==> src/rtl/mul_pkg.sv <==
// Shared constants, rank payload type and operand-half extension helper for mul_pipe_nxn.
package mul_pkg;
    localparam int MUL_MAX_WIDTH  = 64;
    localparam int MUL_MAX_STAGES = 4;
    localparam int MUL_HALF_MAX   = MUL_MAX_WIDTH / 2;
    localparam int MUL_PROD_MAX   = 2 * MUL_MAX_WIDTH;

    typedef struct packed {
        logic                    valid;
        logic                    simd;
        logic [MUL_PROD_MAX-1:0] product;
    } mul_rank_t;

    // Widens an hw-bit half (zero-padded in 'half') by one bit, filled with its sign when sgn=1.
    function automatic logic [MUL_HALF_MAX:0] ext_half(input logic [MUL_HALF_MAX-1:0] half,
                                                       input int hw, input logic sgn);
        logic [MUL_HALF_MAX:0] mask;
        logic                  fill;
        mask = {(MUL_HALF_MAX+1){1'b1}} << hw;
        fill = sgn & (|(half & (MUL_HALF_MAX'(1) << (hw - 1))));
        return fill ? ({1'b0, half} | mask) : {1'b0, half};
    endfunction
endpackage

==> src/rtl/mul_half_q.sv <==
// One signed (W)x(W) quadrant multiplier; operands arrive already sign/zero-extended by one bit.
module mul_half_q #(
    parameter int W = 17
) (
    input  logic signed [W-1:0]   a,
    input  logic signed [W-1:0]   b,
    output logic signed [2*W-1:0] p
);
    assign p = a * b;
endmodule

==> src/rtl/mul_pipe_nxn.sv <==
// Pipelined NxN multiplier with per-operand signedness, two-lane SIMD mode and stall/flush control.
// Define MUL_PIPE_PERF_CNT_EN to add the perf_ops / perf_flushed counters.
module mul_pipe_nxn
    import mul_pkg::*;
#(
    parameter int WIDTH  = 32,
    parameter int STAGES = 2
) (
    input  logic               clk,
    input  logic               rst_n,
    input  logic               stall,
    input  logic               flush,
    input  logic               in_valid,
    input  logic               simd,
    input  logic               sign1,
    input  logic               sign2,
    input  logic [WIDTH-1:0]   src1,
    input  logic [WIDTH-1:0]   src2,
    output logic               out_valid,
    output logic               out_simd,
    output logic [2*WIDTH-1:0] dst
`ifdef MUL_PIPE_PERF_CNT_EN
    ,
    output logic [31:0]        perf_ops,
    output logic [31:0]        perf_flushed
`endif
);
    localparam int H  = WIDTH / 2;
    localparam int HX = H + 1;
    localparam int QW = 2 * HX;
    localparam int PW = 2 * WIDTH;
    localparam int QD = (STAGES > 1) ? STAGES - 1 : 1;

    logic          accept;
    logic [HX-1:0] a_h, a_l, b_h, b_l, a_hx, a_lx;
    logic [QW-1:0] q_hh_c, q_hl_c, q_lh_c, q_ll_c;
    logic [QW-1:0] f_hh, f_hl, f_lh, f_ll;
    logic          f_valid, f_simd;
    logic [QD-1:0] q_valid;
    logic [PW-1:0] hh_x, hl_x, lh_x, ll_x, full_p, f_prod;
    mul_rank_t     rank_q;
    logic          unused_rank;

    assign accept = in_valid & ~stall & ~flush;

    // Full mode treats the low halves as unsigned digits; in SIMD each half is its own signed lane.
    assign a_h = HX'(ext_half(MUL_HALF_MAX'(src1[WIDTH-1:H]), H, sign1));
    assign b_h = HX'(ext_half(MUL_HALF_MAX'(src2[WIDTH-1:H]), H, sign2));
    assign a_l = HX'(ext_half(MUL_HALF_MAX'(src1[H-1:0]), H, sign1 & simd));
    assign b_l = HX'(ext_half(MUL_HALF_MAX'(src2[H-1:0]), H, sign2 & simd));
    assign a_hx = simd ? '0 : a_h;
    assign a_lx = simd ? '0 : a_l;

    mul_half_q #(.W(HX)) u_q_hh (.a(a_h),  .b(b_h), .p(q_hh_c));
    mul_half_q #(.W(HX)) u_q_hl (.a(a_hx), .b(b_l), .p(q_hl_c));
    mul_half_q #(.W(HX)) u_q_lh (.a(a_lx), .b(b_h), .p(q_lh_c));
    mul_half_q #(.W(HX)) u_q_ll (.a(a_l),  .b(b_l), .p(q_ll_c));

    generate
        if (STAGES == 1) begin : g_comb
            assign f_valid = accept;
            assign f_simd  = simd;
            assign f_hh    = q_hh_c;
            assign f_hl    = q_hl_c;
            assign f_lh    = q_lh_c;
            assign f_ll    = q_ll_c;
            assign q_valid = '0;
        end else begin : g_quad
            logic [QW-1:0] hh_r [QD];
            logic [QW-1:0] hl_r [QD];
            logic [QW-1:0] lh_r [QD];
            logic [QW-1:0] ll_r [QD];
            logic [QD-1:0] simd_r;

            // Rank 1 captures the quadrant products; any further ranks before the adder just delay them.
            always_ff @(posedge clk or negedge rst_n) begin
                if (!rst_n) begin
                    q_valid <= '0;
                    simd_r  <= '0;
                    for (int i = 0; i < QD; i++) begin
                        hh_r[i] <= '0;
                        hl_r[i] <= '0;
                        lh_r[i] <= '0;
                        ll_r[i] <= '0;
                    end
                end else begin
                    if (!stall) begin
                        q_valid[0] <= accept;
                        simd_r[0]  <= simd;
                        hh_r[0]    <= q_hh_c;
                        hl_r[0]    <= q_hl_c;
                        lh_r[0]    <= q_lh_c;
                        ll_r[0]    <= q_ll_c;
                        for (int i = 1; i < QD; i++) begin
                            q_valid[i] <= q_valid[i-1];
                            simd_r[i]  <= simd_r[i-1];
                            hh_r[i]    <= hh_r[i-1];
                            hl_r[i]    <= hl_r[i-1];
                            lh_r[i]    <= lh_r[i-1];
                            ll_r[i]    <= ll_r[i-1];
                        end
                    end
                    if (flush) q_valid <= '0;
                end
            end

            assign f_valid = q_valid[QD-1];
            assign f_simd  = simd_r[QD-1];
            assign f_hh    = hh_r[QD-1];
            assign f_hl    = hl_r[QD-1];
            assign f_lh    = lh_r[QD-1];
            assign f_ll    = ll_r[QD-1];
        end
    endgenerate

    assign hh_x   = {{(PW-QW){f_hh[QW-1]}}, f_hh};
    assign hl_x   = {{(PW-QW){f_hl[QW-1]}}, f_hl};
    assign lh_x   = {{(PW-QW){f_lh[QW-1]}}, f_lh};
    assign ll_x   = {{(PW-QW){f_ll[QW-1]}}, f_ll};
    assign full_p = (hh_x << WIDTH) + ((hl_x + lh_x) << H) + ll_x;
    assign f_prod = f_simd ? {f_hh[WIDTH-1:0], f_ll[WIDTH-1:0]} : full_p;

    always_ff @(posedge clk or negedge rst_n) begin
        if (!rst_n) begin
            rank_q <= '0;
        end else begin
            if (!stall) begin
                rank_q.valid   <= f_valid;
                rank_q.simd    <= f_simd;
                rank_q.product <= MUL_PROD_MAX'(f_prod);
            end
            if (flush) rank_q.valid <= 1'b0;
        end
    end

    assign out_valid   = rank_q.valid;
    assign out_simd    = rank_q.simd;
    assign dst         = rank_q.product[PW-1:0];
    assign unused_rank = ^rank_q.product;

`ifdef MUL_PIPE_PERF_CNT_EN
    // Counters ignore stall so they reflect raw issue and kill activity.
    always_ff @(posedge clk or negedge rst_n) begin
        if (!rst_n) begin
            perf_ops     <= '0;
            perf_flushed <= '0;
        end else begin
            if (accept) perf_ops <= perf_ops + 32'd1;
            if (flush)  perf_flushed <= perf_flushed + 32'($countones({rank_q.valid, q_valid}));
        end
    end
`endif
endmodule
==> config.mk <==
export PLATFORM = sky130hd
export DESIGN_NAME = mul_pipe_nxn
export DESIGN_NICKNAME = d
export VERILOG_FILES = /design/src/rtl/mul_pkg.sv /design/src/rtl/mul_half_q.sv /design/src/rtl/mul_pipe_nxn.sv
export SDC_FILE = /design/constraint.sdc
export NUM_CORES = 2
export LEC_CHECK = 0
export CAP_MARGIN = 5
export CORE_MARGIN = 4
export CORE_UTILIZATION = 60
export CTS_CLUSTER_SIZE = 10
export DETAILED_ROUTE_END_ITERATION = 7
export GPL_TIMING_DRIVEN = 0
export HOLD_SLACK_MARGIN = 0.05
export PLACE_DENSITY = 0.83
export SLEW_MARGIN = 10
export SYNTH_ARGS = -nofsm -noshare
export SYNTH_HDL_FRONTEND = slang
export SYNTH_SLANG_ARGS = --single-unit
==> constraint.sdc <==
create_clock -name clk -period 6.65 [get_ports clk]
set_input_delay 0.665 -clock clk [delete_from_list [all_inputs] [get_ports clk]]
set_output_delay 0.665 -clock clk [all_outputs]
set_load 0.01 [all_outputs]
==> implementation parameters <==
Parameter                              Value

Clock network
  TritonCTS clock tree    built
  Clock Latency Late Sink    560 ps
  Root buffer selected by CTS    sky130_fd_sc_hd__clkbuf_16
  Maximum count of clock buffers along a single path    3
  Level count of the clock H-tree    1
  Number of clock sinks    202
  Cts-stage hold buffer count    0
  Clock transition at path regs    60 ps
  Number of buffers added by the clock tree synthesis step    26

Final layout
  Nets    8,111
  Fin util    68.39%
  Register cell area after layout    5055 um2
  Layout cells sized above 1    10.79%
  Number of fillers in the final layout    6,853
  Combined area of the multi-input logic cells    46,150 um2
  P&R area growth vs syn    12.73%

Synth
  Xor and xnor area share after synthesis    3.055%
  Share of cell area taken by muxes after synthesis    1.068%
  Leading cell type by number of instances after synthesis    sky130_fd_sc_hd__inv_1
  Synth area leaders    sky130_fd_sc_hd__fa_1, sky130_fd_sc_hd__ha_1, sky130_fd_sc_hd__dfrtp_1
  Adder and majority cell fraction of the synthesized area    52.89%
  Seq/Total Area, Yosys    9.063%
  Instance count of the mapped netlist    6,089
  Flip-flop and latch count after synthesis    202
  Share of synthesized cell area in and, or, nand and nor gates    14.97%
  Area fraction of the dominant cell type after synthesis    43.18%
  Yosys warns    0
  Complex-gate fraction of the synthesized area    8.307%
  Post-synth ARST share    100.0%
  Most used flip-flop cell after synthesis    sky130_fd_sc_hd__dfrtp_1
  Post-synthesis cell type with the largest combined area    sky130_fd_sc_hd__fa_1
  Number of enable-type register cells in the synthesized netlist    0
  Top post-synthesis cells by count    sky130_fd_sc_hd__inv_1, sky130_fd_sc_hd__fa_1, sky130_fd_sc_hd__nand2_1
  Cell Area, Synth    55,770 um2
  Number of distinct library cell variants in the gate-level netlist after synthesis    76
  Dominant combinational cell family by area after synthesis    adder cells
  Mean cell area of the mapped netlist    9.160 um2

Critical path
  Worst-path maximum fanout    6
  Data required time at the worst endpoint    7070 ps
  Setup Crit Path Kind    in -> reg
  Number of cells on the worst reg-to-reg path    25
  Worst reg2reg startpoint    f_hl[0]
  Worst setup EP type    flop
  Type of origin of the critical path    input pin
  Critical path arrival    7290 ps
  Endpoint of the lowest-slack register-to-register path    dst[63]
  Slack of the worst reg-to-reg path    60 ps

GRT
  Total global routing track utilization    36.43%
  Vias in the first global route    48.06k
  Wire length of the first global-routing pass    272.9 mm
  Grt total ovfl    0
  Number of antenna violations at the first check in global routing    13
  Largest net degree at the start of global routing    110

Detailed routing
  Post-DRT Antenna Nets    0
  Average wire per standard cell    23.19 um
  Routed wire length    177.8 mm
  Number of optimization iterations in the first detailed-route pass    8
  Drt first-iter violations    4,248
  Drt drc    0
  Post-detailed-route via-to-cell ratio    5.936
  Total via count after detailed routing    45.51k

STA
  Relative slew margins    11.54%
  Final setup violation count    8
  Maximum clock frequency    145.7 MHz
  Crit path setup slack, layout    -215.2 ps
  Final number of max-transition violations    0
  Unrepaired setup endpoints after global routing    yes
  Crit share post-route    103.2%
  Final critical-path required period    6865 ps
  Measured slew at the worst slew-check pin    1327 ps
  Final setup skew    19.86 ps
  Final Hold Vio Count    0

Outcome
  Violations in the final reports    negative setup slack
  Result of the run    finished with violations

Die
  Overall die height    312.9 um
  Die area    97,900 um2
  Ports    138
  Cell row count    111
  Starting Density    60.66%
  Die width    312.9 um
  Placeable core region    91,940 um2

Run
  Number of maximum-capacitance constraint violations    0

Placed design
  Post-DP HPWL    142.7 mm
  Number of buffers added on ports    128
  Routability congestion estimate from global placement    1.034

Hold path
  Type of the tightest min-delay check    in -> async
-- cells in the final DEF, fill, tap and decap left out, types with 32 or more instances in the layout --
master / netlist / routed
sky130_fd_sc_hd__nand2b_1: 39 / 38
sky130_fd_sc_hd__o21a_1: 60 / 60
sky130_fd_sc_hd__xor2_1: 73 / 70
sky130_fd_sc_hd__and3_1: 35 / 33
sky130_fd_sc_hd__clkbuf_1: 233 / 55
sky130_fd_sc_hd__nor3_1: 40 / 36
sky130_fd_sc_hd__nor2b_4: 0 / 33
sky130_fd_sc_hd__nand2_1: 797 / 782
sky130_fd_sc_hd__ha_1: 433 / 403
sky130_fd_sc_hd__and2_1: 495 / 489
sky130_fd_sc_hd__o21ai_0: 188 / 172
sky130_fd_sc_hd__a21oi_1: 151 / 136
sky130_fd_sc_hd__inv_1: 1332 / 1299
sky130_fd_sc_hd__buf_4: 0 / 124
sky130_fd_sc_hd__clkbuf_2: 0 / 65
sky130_fd_sc_hd__inv_2: 1 / 33
sky130_fd_sc_hd__mux2_2: 44 / 44
sky130_fd_sc_hd__fa_1: 1203 / 1172
sky130_fd_sc_hd__clkdlybuf4s50_1: 0 / 70
sky130_fd_sc_hd__nor2_1: 131 / 130
sky130_fd_sc_hd__dfrtp_1: 202 / 202
sky130_fd_sc_hd__clkbuf_4: 0 / 50
sky130_fd_sc_hd__nand3_1: 38 / 36
sky130_fd_sc_hd__xnor2_1: 119 / 115
sky130_fd_sc_hd__clkbuf_16: 0 / 32
sky130_fd_sc_hd__a21o_1: 97 / 97
-- timing repair --
item | in CTS | in global routing
resized for setup | 509 | 349
pin swaps | 67 | 106
buffers inserted | 76 | 60
endpoints found under the setup margin | 84 | 43
cloned | 6 | 1
-- logic make-up after synthesis --
logic type / Yosys count
simple gates: 1708
fa+ha+maj: 1636
buf+inv: 1580
compound gates: 714
flops: 202
xor+xnor: 193
mux: 54
other cells: 2
-- layer usage --
layer	part of all wire, %	GRT usage [%]	vias to the layer above
met2	44	55.51	2824
met4	7.2	20.23	10
li1	-	-	19100
met5	0.035	0	-
met1	35	45.83	22790
met3	13	12.51	790
-- how the worst max path moves through the flow --
| stage | startpoint | endpoint | slack [ps] | depth (start not counted) |
|---|---|---|---|---|
| floorplan | simd | f_hl[32] | -130 | 23 |
| global placement | rst_n | f_lh[23] | -3340 | 1 |
| detailed placement | src1[25] | f_hl[31] | -2460 | 24 |
| CTS | simd | f_hl[32] | -100 | 28 |
| global route | simd | f_hl[31] | -350 | 28 |
| finish | simd | f_hl[31] | -220 | 28 |
-- metrics by stage --
| stage | cell area [um2] | instances | setup TNS, ps | hold slack (ps) | setup slack (ps) |
|---|---|---|---|---|---|
| floorplan | 56430 | 6118 | -242.1 | 369.4 | -127.7 |
| global placement | 59270 | 7489 | -772160 | 459.5 | -3338 |
| detailed placement | 59310 | 7491 | -111930 | 466.9 | -2459 |
| CTS | 61760 | 7605 | -298.4 | 129.2 | -95.05 |
| global route | 62850 | 7656 | -2712 | 165.8 | -354.6 |
| finish | 62880 | 7667 | -819.2 | 109.0 | -215.2 |
-- area by class of cell --
class                      count  area share [%]
buffer                       237           2.830
inverter                    1333           7.964
multi-input combinational   4336           73.40
antenna                       12         0.04776
tap                         1243           2.474
clock inverter                 5         0.06766
sequential                   202           8.039
timing repair buffer         267           4.056
clock buffer                  32           1.118
-- flip-flops by register name, summed over array words and instances (netlist names) --
register,flops
dst,64
f_hl,34
f_lh,34
f_ll,34
f_hh,32
f_simd,1
f_valid,1
out_simd,1
out_valid,1
-- worst max-delay path, cell delays in order --
cell	delay [ps]
sky130_fd_sc_hd__buf_12	120
sky130_fd_sc_hd__clkbuf_16	170
sky130_fd_sc_hd__clkbuf_16	170
sky130_fd_sc_hd__buf_16	150
sky130_fd_sc_hd__nor2b_4	240
sky130_fd_sc_hd__buf_8	160
sky130_fd_sc_hd__buf_12	100
sky130_fd_sc_hd__nand2_1	60
sky130_fd_sc_hd__fa_1	500
sky130_fd_sc_hd__inv_1	50
sky130_fd_sc_hd__fa_1	490
sky130_fd_sc_hd__fa_1	590
sky130_fd_sc_hd__fa_2	450
sky130_fd_sc_hd__fa_1	560
sky130_fd_sc_hd__inv_2	60
sky130_fd_sc_hd__fa_2	570
sky130_fd_sc_hd__inv_2	50
sky130_fd_sc_hd__ha_4	160
sky130_fd_sc_hd__a21o_1	190
sky130_fd_sc_hd__a21o_1	170
sky130_fd_sc_hd__a21oi_2	130
sky130_fd_sc_hd__o21ai_1	70
sky130_fd_sc_hd__a21o_1	220
sky130_fd_sc_hd__a2111oi_4	380
sky130_fd_sc_hd__a21oi_2	150
sky130_fd_sc_hd__a21boi_2	250
sky130_fd_sc_hd__xor2_4	330
sky130_fd_sc_hd__o21ai_2	70
Power is not shown: default switching activity piles up to over one toggle a cycle in this logic, so the estimate is an artifact.
